$ cat src/rtl/b_stage_merge_arb.sv
// Two-requester round-robin merger: grants one upstream packet at a time into a
// one-entry buffer and forwards it to the B stage over a four-phase Send/Ack pair.
module b_stage_merge_arb #(
    parameter int PW    = 38,
    parameter int CNT_W = 16
) (
    input  logic             CP,
    input  logic             MR_N,
    input  logic             Send_in_a,
    input  logic [PW-1:0]    PACKET_IN_a,
    output logic             Ack_out_a,
    input  logic             Send_in_b,
    input  logic [PW-1:0]    PACKET_IN_b,
    output logic             Ack_out_b,
    output logic             Send_out,
    output logic [PW-1:0]    PACKET_OUT,
    input  logic             Ack_in,
    output logic [CNT_W-1:0] GNT_CNT_a,
    output logic [CNT_W-1:0] GNT_CNT_b,
    output logic             PROT_ERR
);

    localparam logic [0:0] I_IDLE = 1'b0;
    localparam logic [0:0] I_ACK  = 1'b1;
    localparam logic [1:0] O_IDLE = 2'd0;
    localparam logic [1:0] O_SEND = 2'd1;
    localparam logic [1:0] O_REL  = 2'd2;

    logic [0:0]       istate_q, istate_d;
    logic [1:0]       ostate_q, ostate_d;
    logic             full_q, full_d;
    logic [PW-1:0]    buf_q, buf_d;
    logic             ack_a_q, ack_a_d;
    logic             ack_b_q, ack_b_d;
    logic             win_q, win_d;
    logic             last_q, last_d;
    logic             send_out_q, send_out_d;
    logic [CNT_W-1:0] cnt_a_q, cnt_a_d;
    logic [CNT_W-1:0] cnt_b_q, cnt_b_d;
    logic             prot_err_q, prot_err_d;
    logic             send_a_prev_q, send_b_prev_q;
    logic             pick_b_s;
    logic             win_send_s;
    logic             err_s;

    function automatic logic [CNT_W-1:0] sat_inc(input logic [CNT_W-1:0] v);
        if (&v) begin
            sat_inc = v;
        end else begin
            sat_inc = v + {{(CNT_W-1){1'b0}}, 1'b1};
        end
    endfunction

    // Next-state logic for the input (grant) FSM, output (send) FSM and error monitor
    always_comb begin
        istate_d   = istate_q;
        ostate_d   = ostate_q;
        full_d     = full_q;
        buf_d      = buf_q;
        ack_a_d    = ack_a_q;
        ack_b_d    = ack_b_q;
        win_d      = win_q;
        last_d     = last_q;
        send_out_d = send_out_q;
        cnt_a_d    = cnt_a_q;
        cnt_b_d    = cnt_b_q;
        // last_q=1 means B won last time, so a tie goes to A
        pick_b_s   = Send_in_b & (~Send_in_a | ~last_q);
        win_send_s = win_q ? Send_in_b : Send_in_a;

        case (istate_q)
            I_IDLE: begin
                if (!full_q && (Send_in_a || Send_in_b)) begin
                    win_d    = pick_b_s;
                    last_d   = pick_b_s;
                    full_d   = 1'b1;
                    istate_d = I_ACK;
                    if (pick_b_s) begin
                        buf_d   = PACKET_IN_b;
                        ack_b_d = 1'b1;
                        cnt_b_d = sat_inc(cnt_b_q);
                    end else begin
                        buf_d   = PACKET_IN_a;
                        ack_a_d = 1'b1;
                        cnt_a_d = sat_inc(cnt_a_q);
                    end
                end else begin
                    istate_d = I_IDLE;
                end
            end
            I_ACK: begin
                if (!win_send_s) begin
                    istate_d = I_IDLE;
                    if (win_q) begin
                        ack_b_d = 1'b0;
                    end else begin
                        ack_a_d = 1'b0;
                    end
                end else begin
                    istate_d = I_ACK;
                end
            end
            default: begin
                istate_d = I_IDLE;
                ack_a_d  = 1'b0;
                ack_b_d  = 1'b0;
            end
        endcase

        // full is set only from empty and cleared only in O_REL, so the two FSMs never collide
        case (ostate_q)
            O_IDLE: begin
                if (full_q) begin
                    send_out_d = 1'b1;
                    ostate_d   = O_SEND;
                end else begin
                    ostate_d   = O_IDLE;
                end
            end
            O_SEND: begin
                if (Ack_in) begin
                    send_out_d = 1'b0;
                    ostate_d   = O_REL;
                end else begin
                    ostate_d   = O_SEND;
                end
            end
            O_REL: begin
                if (!Ack_in) begin
                    full_d   = 1'b0;
                    ostate_d = O_IDLE;
                end else begin
                    ostate_d = O_REL;
                end
            end
            default: begin
                send_out_d = 1'b0;
                ostate_d   = O_IDLE;
            end
        endcase

        err_s = ((ostate_q == O_IDLE) && Ack_in)
              | (send_a_prev_q & ~Send_in_a & ~ack_a_q)
              | (send_b_prev_q & ~Send_in_b & ~ack_b_q)
              | (~send_a_prev_q & Send_in_a & ack_a_q)
              | (~send_b_prev_q & Send_in_b & ack_b_q);
        prot_err_d = prot_err_q | err_s;
    end

    // State registers with asynchronous master reset
    always_ff @(posedge CP or negedge MR_N) begin
        if (!MR_N) begin
            istate_q      <= I_IDLE;
            ostate_q      <= O_IDLE;
            full_q        <= 1'b0;
            buf_q         <= {PW{1'b0}};
            ack_a_q       <= 1'b0;
            ack_b_q       <= 1'b0;
            win_q         <= 1'b0;
            last_q        <= 1'b1;
            send_out_q    <= 1'b0;
            cnt_a_q       <= {CNT_W{1'b0}};
            cnt_b_q       <= {CNT_W{1'b0}};
            prot_err_q    <= 1'b0;
            send_a_prev_q <= 1'b0;
            send_b_prev_q <= 1'b0;
        end else begin
            istate_q      <= istate_d;
            ostate_q      <= ostate_d;
            full_q        <= full_d;
            buf_q         <= buf_d;
            ack_a_q       <= ack_a_d;
            ack_b_q       <= ack_b_d;
            win_q         <= win_d;
            last_q        <= last_d;
            send_out_q    <= send_out_d;
            cnt_a_q       <= cnt_a_d;
            cnt_b_q       <= cnt_b_d;
            prot_err_q    <= prot_err_d;
            send_a_prev_q <= Send_in_a;
            send_b_prev_q <= Send_in_b;
        end
    end

    assign Ack_out_a  = ack_a_q;
    assign Ack_out_b  = ack_b_q;
    assign Send_out   = send_out_q;
    assign PACKET_OUT = buf_q;
    assign GNT_CNT_a  = cnt_a_q;
    assign GNT_CNT_b  = cnt_b_q;
    assign PROT_ERR   = prot_err_q;

endmodule

$ cat config.mk
export PLATFORM = sky130hd
export DESIGN_NAME = b_stage_merge_arb
export DESIGN_NICKNAME = d
export VERILOG_FILES = /design/src/rtl/b_stage_merge_arb.sv
export SDC_FILE = /design/constraint.sdc
export NUM_CORES = 1
export LEC_CHECK = 0
export ABC_CLOCK_PERIOD_IN_PS = 4800
export CAP_MARGIN = 20
export CORE_MARGIN = 4
export CORE_UTILIZATION = 47
export DETAILED_ROUTE_END_ITERATION = 7
export GPL_ROUTABILITY_DRIVEN = 0
export GPL_TIMING_DRIVEN = 0
export PLACE_DENSITY = 0.95
export SLEW_MARGIN = 30
export SYNTH_ARGS = -nofsm -noshare
export SYNTH_HDL_FRONTEND = slang
export SYNTH_SLANG_ARGS = --single-unit
$ cat constraint.sdc
create_clock -name CP -period 4.8 [get_ports CP]
set_input_delay 0.72 -clock CP [delete_from_list [all_inputs] [get_ports CP]]
set_output_delay 0.72 -clock CP [all_outputs]
set_load 0.05 [all_outputs]
==> impl_metrics.py, run 1 <==
metrics = {
    "sta": {
        "tightest_slew_ns": 0.669,
        "period_minus_slack_ns": 2.50,
        "fin_skew_ns": 0.00597,
        "holdWs_ns": 0.250,
        "final.period_utilization_pct": 52.0,
        "drv_slew": 0,
        "setup-tns-final_ns": 0,
        "setup_viol": 0,
        "max_freq_mhz": 401,
        "grt_setup_unrepaired": "false",
        "finalHoldViolations": 0,
        "slew_headroom_pct": 55.0,
    },
    "critical_path": {
        "cp.arrival_ns": 2.71,
        "critPathKind": "primary input to flip-flop",
        "worstSetupStartpointType": "primary input",
        "critPathMaxFanout": 10,
        "crit_required_ns": 5.02,
        "critPathCaptureType": "flip-flop",
    },
    "logic_synthesis": {
        "synthesis.nets": 444,
        "synthCells": 361,
        "synth_largest_area_cell": "dfrtp_1",
        "yosysWarningCount": 0,
        "async_reset_ff_share_pct": 100,
        "syn-cell-area_um2": 3790,
        "yosysUniqueCellTypes": 39,
        "synth_flop_cell": "dfrtp_1",
        "synth_area_leaders": "dfrtp_1 53%, mux2i_1 11%, a21oi_1 6.6%",
        "synth_edf_count": 0,
        "syn-mean-instance-area_um2": 10.5,
        "ys_seq_area_share_pct": 54.2,
        "synth-seq-cells": 82,
        "yosys.area.top_type_share_pct": 53.5,
    },
    "clock_network": {
        "cts.clk_slew.worst_paths_ns": 0.09,
        "ctsResizeCount": 0,
        "clock_path_buffers": 2,
        "htreeDepth": 3,
        "post_cts.repair.setup_buffers": 0,
        "cts_tree": "yes",
        "cts_root_buf": "clkbuf_8",
        "cts_inserted_buffers": 9,
        "clock_sinks": 82,
        "ctsHoldBuffers": 0,
        "clk_latency_ns": 0.34,
    },
    "placed_design": {
        "dpl_cell_area_um2": 5490,
        "dp_hpwl_um": 7800,
        "io_buffers": 154,
    },
    "detailed_routing": {
        "viasPerCell": 5.20,
        "firstDrtPassIters": 4,
        "drc": 0,
        "drtIter0Drc": 92,
        "wl_per_cell_um": 16.0,
        "routed_wl_um": 10100,
        "ant_nets": 0,
        "via_count": 3294,
    },
    "finish": {
        "area_delta_synth_final_pct": 51.4,
        "final_area_um2": 5740,
        "diodes": 0,
        "final_nets": 610,
        "drive_gt1_share_pct": 7.33,
    },
    "floorplanning": {
        "fp.dieW_um": 97.8,
        "die_h_um": 97.8,
        "initial_core_util_pct": 48.8,
        "io_pins": 155,
        "die-area_um2": 9560,
        "core_area_um2": 7770,
        "rows": 32,
    },
    "power_and_ir_drop": {
        "powerDensity_nw_per_um2": 574,
        "p_sw_share_pct": 44.3,
        "vdd_drop_max_mv": 0.429,
        "p_leak_nw": 2.51,
        "p_int_w": 0.00183,
        "power_switching_w": 0.00146,
        "p_clk_share_pct": 18.8,
        "p_comb_share_pct": 48.8,
        "seqPwrFrac_pct": 32.4,
    },
    "flow_run": {
        "cap_violations": 0,
    },
    "global_route": {
        "grt_pass1_wl_um": 16700,
        "antenna_found_initial": 0,
        "track_usage_pct": 21.2,
        "grt_overflow": 0,
        "grt_pass1_vias": 3465,
        "grt_max_degree": 50,
    },
    "hold_path": {
        "hp-class": "primary input to async pin",
    },
    "outcome": {
        "status": "completed",
    },
}
-- power by group through the flow --
stage,combinational [W],sequential (W),clock (W)
3_5_place_dp,0.00162,0.00107,0
3_3_place_gp,0.00158,0.00106,0
5_1_grt,0.00170,0.00110,0.000662
2_1_floorplan,0.000364,0.00172,0
4_1_cts,0.00162,0.00106,0.000628
6_report,0.00161,0.00107,0.000618
-- cells in the mapped netlist (all sizes together) (2+ instances only) --
| library cell | instances |
|---|---|
| nand3 | 14 |
| dfrtp | 81 |
| xor2 | 13 |
| nor3 | 5 |
| nand2b | 2 |
| xnor2 | 13 |
| and3 | 4 |
| mux2 | 3 |
| nand2 | 15 |
| ha | 2 |
| clkbuf | 5 |
| buf | 8 |
| o21ai | 3 |
| a21oi | 50 |
| nand4 | 7 |
| inv | 11 |
| nor2b | 3 |
| mux2i | 40 |
| a31oi | 3 |
| nor4 | 4 |
| nor3b | 3 |
| nor2 | 62 |
-- cells by family after synthesis --
| group | share of synthesized area, % |
|---|---|
| AND/OR/NAND/NOR | 16.1 |
| flip-flops | 54.2 |
| AO/OA/AOI/OAI | 8.88 |
| multiplexers | 11.5 |
| XOR/XNOR | 6.01 |
| buffers and inverters | 2.71 |
| adder cells (fa/ha/maj) | 0.660 |
-- registers in the layout, summed over array words and instances (netlist names) --
| register | flops |
|---|---|
| ostate_q | 2 |
| send_a_prev_q | 1 |
| PROT_ERR | 1 |
| send_b_prev_q | 1 |
| Send_out | 1 |
| Ack_out_b | 1 |
| GNT_CNT_a | 16 |
| Ack_out_a | 1 |
| istate_q | 1 |
| full_q | 1 |
| PACKET_OUT | 38 |
| last_q | 1 |
| win_q | 1 |
| GNT_CNT_b | 16 |
-- path summary, 6_finish.rpt --
kind / from / endpoint / slack [ns] / depth (start not counted)
worst max-delay path: Send_in_a / PACKET_OUT[32] / 2.30 / 7
worst min-delay path: MR_N / GNT_CNT_a[15] / 0.25 / 1
worst max register to register: last_q / GNT_CNT_a[14] / 2.82 / 5
worst min register to register: GNT_CNT_b[14] / GNT_CNT_b[14] / 0.50 / 1
max in group asynchronous: MR_N / last_q / 3.96 / 2
min in group CP: GNT_CNT_b[14] / GNT_CNT_b[14] / 0.50 / 1
-- routing by layer --
metal	up-vias	global-route usage [%]	wire [um]
li1	1581	-	-
met4	0	5.01	140
met1	1585	24.5	4100
met2	113	38.2	5210
met3	15	6.93	675
met5	-	0	0
-- critical path: stages --
cell and delay (ns):
clkdlybuf4s50_1 0.48, buf_2 0.19, nor2_1 0.08, nor3_1 0.53, buf_2 0.35, buf_2 0.26, a21oi_1 0.10
-- cells in the final DEF (no fill, tap or decap), types with 2 or more instances in the layout --
master | synthesis | layout
buf_2 | 7 | 7
xnor2_1 | 13 | 13
clkbuf_8 | 0 | 10
a21oi_1 | 50 | 50
nand4_1 | 6 | 6
ha_1 | 2 | 2
clkdlybuf4s50_1 | 0 | 153
and3_1 | 4 | 4
dfrtp_1 | 81 | 81
inv_1 | 11 | 11
nor2_1 | 61 | 61
mux2i_1 | 40 | 40
nor4_2 | 2 | 2
a31oi_1 | 2 | 2
nor3b_1 | 2 | 2
bufinv_16 | 0 | 3
clkbuf_1 | 5 | 5
o21ai_0 | 3 | 3
nor3_1 | 5 | 5
mux2_2 | 3 | 3
nand2b_1 | 2 | 2
nand3_1 | 14 | 14
nand2_1 | 15 | 15
nor2b_1 | 3 | 3
xor2_1 | 13 | 13
-- layout make-up --
| cell class | instances | area (um2) |
|---|---|---|
| plain buffers | 13 | 61.3 |
| clock buffers | 10 | 138 |
| clock inverters | 6 | 113 |
| fillers | 560 | 2030 |
| inverters | 11 | 41.3 |
| multi-input cells | 255 | 1630 |
| flip-flops and latches | 82 | 2050 |
| well taps | 102 | 128 |
| repair buffers | 155 | 1570 |
-- per-stage QoR --
step	total power (W)	utilization, %	worst slack [ns]	instances
floorplan	0.00209	-	2.74	361
global placement	0.00264	70.3	0.206	617
detailed placement	0.00269	70.7	1.93	618
CTS	0.00332	73.9	2.30	634
global route	0.00346	73.9	2.15	634
finish	0.00329	73.9	2.30	634
Note: power is estimated with default switching activity, not from simulation.
==> inputs of run 2 (changes only) <==
--- a/config.mk
+++ b/config.mk
@@ -5,14 +5,14 @@
 export SDC_FILE = /design/constraint.sdc
 export NUM_CORES = 1
 export LEC_CHECK = 0
-export ABC_CLOCK_PERIOD_IN_PS = 4800
+export ABC_CLOCK_PERIOD_IN_PS = 2400
 export CAP_MARGIN = 20
 export CORE_MARGIN = 4
-export CORE_UTILIZATION = 47
+export CORE_UTILIZATION = 43
 export DETAILED_ROUTE_END_ITERATION = 7
 export GPL_ROUTABILITY_DRIVEN = 0
 export GPL_TIMING_DRIVEN = 0
-export PLACE_DENSITY = 0.95
+export PLACE_DENSITY = 0.91
 export SLEW_MARGIN = 30
 export SYNTH_ARGS = -nofsm -noshare
 export SYNTH_HDL_FRONTEND = slang
==> constraint.sdc (replaced) <==
create_clock -name CP -period 2.4 [get_ports CP]
set_input_delay 0.36 -clock CP [delete_from_list [all_inputs] [get_ports CP]]
set_output_delay 0.36 -clock CP [all_outputs]
set_load 0.05 [all_outputs]
==> run 2 against run 1 <==
Compared with the run above:
- register-to-register slack got worse by 2.4 ns
- global-route usage is 1.2 points lower
- non-clock buffer count increased by 1
- routed wire length increased by 0.30%
- worst setup slack worse by 2.0 ns
- critical endpoint is now GNT_CNT_b[1]
- largest cell class unchanged
- largest power group unchanged
==> impl_metrics.py, run 2 (synthesized netlist as in run 1, its figures left out) <==
metrics = {
    "detailed_routing": {
        "drc": 0,
        "ant_nets": 0,
        "via_count": 3267,
        "viasPerCell": 5.12,
        "routed_wl_um": 10200,
        "firstDrtPassIters": 4,
        "drtIter0Drc": 66,
        "wl_per_cell_um": 15.9,
    },
    "critical_path": {
        "cp.arrival_ns": 2.36,
        "worstSetupStartpointType": "primary input",
        "cpPeakStageDelay_ns": 0.65,
        "path_cells": "clkdlybuf4s50_1, a21boi_2, nand2_1, a31oi_2, mux2_2",
        "reg2regPathDepth": 5,
        "crit_required_ns": 2.63,
        "critPathKind": "primary input to flip-flop",
        "reg2reg_from": "last_q",
        "critPathCaptureType": "flip-flop",
        "cp_top_family": "compound AO/OA/AOI/OAI gates",
        "cp_slowest_cell": "clkdlybuf4s50_1",
        "r2r-end": "GNT_CNT_a[14]",
        "worst-path-buf-inv": 1,
        "timing.reg2reg.setup_slack_ns": 0.41,
        "critPathMaxFanout": 8,
    },
    "finish": {
        "largest_reg_flops": 38,
        "final_common_cell": "clkdlybuf4s50_1",
        "area_delta_synth_final_pct": 50.7,
        "drive_gt1_share_pct": 7.50,
        "final_nets": 611,
        "multi_input_area_um2": 1640,
        "fillers": 648,
        "final_area_um2": 5710,
        "seq_area_um2": 2050,
        "most-common-layout-cells": "153 x clkdlybuf4s50_1, 81 x dfrtp_1, 61 x nor2_1",
        "diodes": 0,
        "fin_util_pct": 68.2,
    },
    "clock_network": {
        "cts_root_buf": "clkbuf_8",
        "clock_sinks": 82,
        "clk_latency_ns": 0.35,
        "clock_path_buffers": 2,
        "post_cts.repair.setup_buffers": 0,
        "cts.clk_slew.worst_paths_ns": 0.08,
        "cts_tree": "yes",
        "htreeDepth": 3,
        "cts_inserted_buffers": 9,
    },
    "sta": {
        "grt_setup_unrepaired": "false",
        "setup-tns-final_ns": 0,
        "fin_skew_ns": 0.0149,
        "fin_ws_ns": 0.271,
        "slew_headroom_pct": 62.8,
        "period_minus_slack_ns": 2.13,
        "finalHoldViolations": 0,
        "setup_viol": 0,
        "holdWs_ns": 0.485,
        "drv_slew": 0,
        "tightest_slew_ns": 0.558,
        "max_freq_mhz": 470,
        "final.period_utilization_pct": 88.7,
    },
    "flow_run": {
        "cap_violations": 0,
    },
    "floorplanning": {
        "rows": 33,
        "core_area_um2": 8380,
        "initial_core_util_pct": 45.2,
        "fp.dieW_um": 102,
        "die-area_um2": 10400,
        "die_h_um": 102,
        "io_pins": 155,
    },
    "global_route": {
        "track_usage_pct": 20.0,
        "antenna_found_initial": 0,
        "grt_pass1_vias": 3466,
        "grt_overflow": 0,
        "grt_max_degree": 44,
        "grt_pass1_wl_um": 16300,
    },
    "placed_design": {
        "dp_hpwl_um": 7950,
        "dpl_cell_area_um2": 5480,
        "io_buffers": 154,
        "dp_slack_ns": -0.193,
    },
    "outcome": {
        "status": "completed",
    },
    "power_and_ir_drop": {
        "vdd_drop_max_mv": 0.656,
        "p_leak_nw": 2.48,
        "powerDensity_nw_per_um2": 1120,
    },
    "hold_path": {
        "hp-class": "primary input to async pin",
    },
}
run 2: worst max path at each step:
stage                           endpoint    startpoint  depth (start not counted)  slack, ns
after floorplan            GNT_CNT_a[14]  GNT_CNT_a[0]                          5       0.38
after global placement    PACKET_OUT[18]          MR_N                          1      -1.85
after detailed placement   PACKET_OUT[0]     Send_in_a                          7      -0.19
after CTS                  PACKET_OUT[3]     Send_in_a                          7       0.17
after global routing       GNT_CNT_b[11]     Send_in_b                          6       0.09
final                       GNT_CNT_b[1]     Send_in_b                          5       0.27
run 2: worst reg2reg max path: stages (launching register included):
cell and delay [ns]:
dfstp_2 0.55, nand2b_1 0.14, nand3_1 0.14, or4_4 0.57, nor2_1 0.13, mux2_2 0.35
run 2: stage by stage:
stage | total power, W | std cells
finish | 0.00640 | 638
global route | 0.00675 | 638
CTS | 0.00646 | 638
detailed placement | 0.00540 | 621
global placement | 0.00530 | 620
floorplan | 0.00417 | 361
run 2: where the power goes:
group | switching [W] | internal, W | leakage, nW
registers | 0.000316 | 0.00181 | 0.980
logic | 0.00211 | 0.00113 | 1.40
clock network | 0.000496 | 0.000541 | 0.102
run 2: area by class of cell:
class / count / share of cell area [%]
sequential: 82 / 35.9
clock buffer: 11 / 2.65
multi-input combinational: 255 / 28.7
clock inverter: 5 / 1.10
timing repair buffer: 156 / 27.5
buffer: 13 / 1.07
tap: 105 / 2.30
inverter: 11 / 0.723
run 2: repair_timing:
action,4_1_cts,5_1_grt
hold buffers,1,0
gates resized for setup,0,1
endpoints found under the setup margin,0,1
hold endpoints to repair,39,0
run 2: layer usage:
metal	up-vias	global-route usage (%)	part of all wire (%)
li1	1574	-	-
met1	1581	23.1	40
met2	102	36.1	52
met3	10	5.94	7.3
met4	0	5.55	1.1
met5	-	0	0
==> inputs of run 3 (changes only) <==
--- a/config.mk
+++ b/config.mk
@@ -5,14 +5,14 @@
 export SDC_FILE = /design/constraint.sdc
 export NUM_CORES = 1
 export LEC_CHECK = 0
-export ABC_CLOCK_PERIOD_IN_PS = 2400
+export ABC_CLOCK_PERIOD_IN_PS = 1900
 export CAP_MARGIN = 20
 export CORE_MARGIN = 4
-export CORE_UTILIZATION = 43
+export CORE_UTILIZATION = 39
 export DETAILED_ROUTE_END_ITERATION = 7
 export GPL_ROUTABILITY_DRIVEN = 0
 export GPL_TIMING_DRIVEN = 0
-export PLACE_DENSITY = 0.91
+export PLACE_DENSITY = 0.88
 export SLEW_MARGIN = 30
 export SYNTH_ARGS = -nofsm -noshare
 export SYNTH_HDL_FRONTEND = slang
==> constraint.sdc (replaced) <==
create_clock -name CP -period 1.9 [get_ports CP]
set_input_delay 0.285 -clock CP [delete_from_list [all_inputs] [get_ports CP]]
set_output_delay 0.285 -clock CP [all_outputs]
set_load 0.05 [all_outputs]
==> run 3 against run 2 <==
Compared with the run above:
- clock power up 36%
- final cell count up 4.5%
- routed wire length up 2.4%
- clock-buffer cell count down 1
- utilization down 5.0 points
- flip-flop and latch count unchanged
==> impl_metrics.py, run 3 (synthesized netlist as in run 1, its figures left out) <==
metrics = {
    "sta": {
        "max_freq_mhz": 532,
        "slew_headroom_pct": 63.8,
        "fin_skew_ns": 0.0124,
        "period_minus_slack_ns": 1.88,
        "finalHoldViolations": 0,
        "tightest_slew_ns": 0.541,
        "final.period_utilization_pct": 99.0,
        "setup_viol": 0,
        "drv_slew": 0,
        "setup-tns-final_ns": 0,
        "grt_setup_unrepaired": "true",
    },
    "detailed_routing": {
        "drc": 0,
        "via_count": 3256,
        "routed_wl_um": 10400,
        "drtIter0Drc": 72,
        "ant_nets": 0,
        "wl_per_cell_um": 15.6,
        "viasPerCell": 4.88,
        "firstDrtPassIters": 7,
    },
    "finish": {
        "largest_reg_flops": 38,
        "final_nets": 616,
        "final_common_cell": "clkdlybuf4s50_1",
        "most-common-layout-cells": "125 x clkdlybuf4s50_1, 62 x dfrtp_1, 60 x nor2_1",
        "instances_no_fill": 667,
        "diodes": 0,
        "final_area_um2": 5920,
        "area_delta_synth_final_pct": 56.3,
        "drive_gt1_share_pct": 13.4,
    },
    "global_route": {
        "grt_pass1_wl_um": 16600,
        "grt_pass1_vias": 3355,
        "track_usage_pct": 18.4,
        "grt_overflow": 0,
        "grt_max_degree": 47,
        "antenna_found_initial": 0,
    },
    "floorplanning": {
        "core_area_um2": 9370,
        "die-area_um2": 11400,
        "initial_core_util_pct": 40.4,
        "die_h_um": 107,
        "rows": 35,
        "fp.dieW_um": 107,
        "io_pins": 155,
    },
    "power_and_ir_drop": {
        "vdd_drop_max_mv": 0.983,
        "powerDensity_nw_per_um2": 1400,
        "p_leak_nw": 2.83,
    },
    "flow_run": {
        "cap_violations": 0,
    },
    "critical_path": {
        "critPathMaxFanout": 4,
        "cpPeakStageDelay_ns": 0.56,
        "cp_slowest_cell": "or4_4",
        "cp_top_family": "simple AND/OR/NAND/NOR gates",
        "worstSetupStartpointType": "flip-flop",
        "critPathCaptureType": "flip-flop",
        "worst-path-buf-inv": 0,
        "cp.arrival_ns": 2.12,
        "critPathKind": "flip-flop to flip-flop",
        "path_cells": "nand2b_4, nand3_2, or4_4, nor2_2, mux2_2",
        "crit_required_ns": 2.14,
    },
    "placed_design": {
        "dpl_cell_area_um2": 5540,
        "io_buffers": 154,
        "dp_hpwl_um": 7860,
        "dp_cells": 645,
    },
    "clock_network": {
        "cts_root_buf": "clkbuf_8",
        "clock_sinks": 82,
        "cts_tree": "yes",
        "cts.clk_slew.worst_paths_ns": 0.09,
        "htreeDepth": 3,
        "clk_latency_ns": 0.35,
        "cts_inserted_buffers": 9,
        "clock_path_buffers": 2,
    },
    "hold_path": {
        "hp-class": "primary input to flip-flop",
    },
    "outcome": {
        "status": "completed",
    },
}
run 3: worst reg2reg max path: stages, from the launching register on:
cell      delay, ns
dfstp_2        0.55
nand2b_4       0.14
nand3_2        0.10
or4_4          0.56
nor2_2         0.11
mux2_2         0.33
run 3: area by class of cell:
cell class              instances  area (um2)
multi-input cells             255        1700
flip-flops and latches         82        2080
fillers                       752        3450
well taps                     129         161
clock inverters                 6        90.1
repair buffers                161        1650
inverters                      11        41.3
clock buffers                  10         138
plain buffers                  13        68.8
run 3: worst paths after layout:
check	from	end	depth (start not counted)	slack (ns)
worst max-delay path	last_q	GNT_CNT_a[14]	5	0.02
worst min-delay path	Send_in_b	send_b_prev_q	1	0.25
worst max register to register	last_q	GNT_CNT_a[14]	5	0.02
worst min register to register	GNT_CNT_a[11]	GNT_CNT_a[11]	1	0.48
max in group asynchronous	MR_N	last_q	3	0.92
min in group asynchronous	MR_N	GNT_CNT_a[13]	2	0.39
run 3: where the power goes:
group	internal, W	switching [W]	total (W)
Clock	0.000778	0.000636	0.00141
Combinational	0.00146	0.00268	0.00414
Sequential	0.00230	0.000405	0.00271
Total	0.00455	0.00372	0.00826
run 3: timing repair:
item / CTS / global route
pin swaps: 0 / 4
gates resized for setup: 19 / 30
hold buffers: 1 / 0
hold endpoints to repair: 36 / 0
buffers inserted: 0 / 5
endpoints found under the setup margin: 66 / 58
run 3: per-layer routing:
metal / vias up / wire length (um) / global-route usage (%)
li1: 1591 / - / -
met3: 13 / 585 / 4.09
met2: 97 / 5430 / 32.4
met5: - / 0 / 0
met4: 0 / 164 / 6.85
met1: 1555 / 4230 / 21.9
run 3: metrics by stage:
step	power [W]	hold WS, ns	utilization, %	setup slack (ns)
global route	0.00871	0.265	63.2	-0.0309
floorplan	0.00528	-0.0106	-	-0.00212
finish	0.00826	0.254	63.2	0.0188
global placement	0.00671	0.465	58.8	-2.63
detailed placement	0.00683	0.207	59.1	-0.668
CTS	0.00828	0.390	62.0	-0.0645
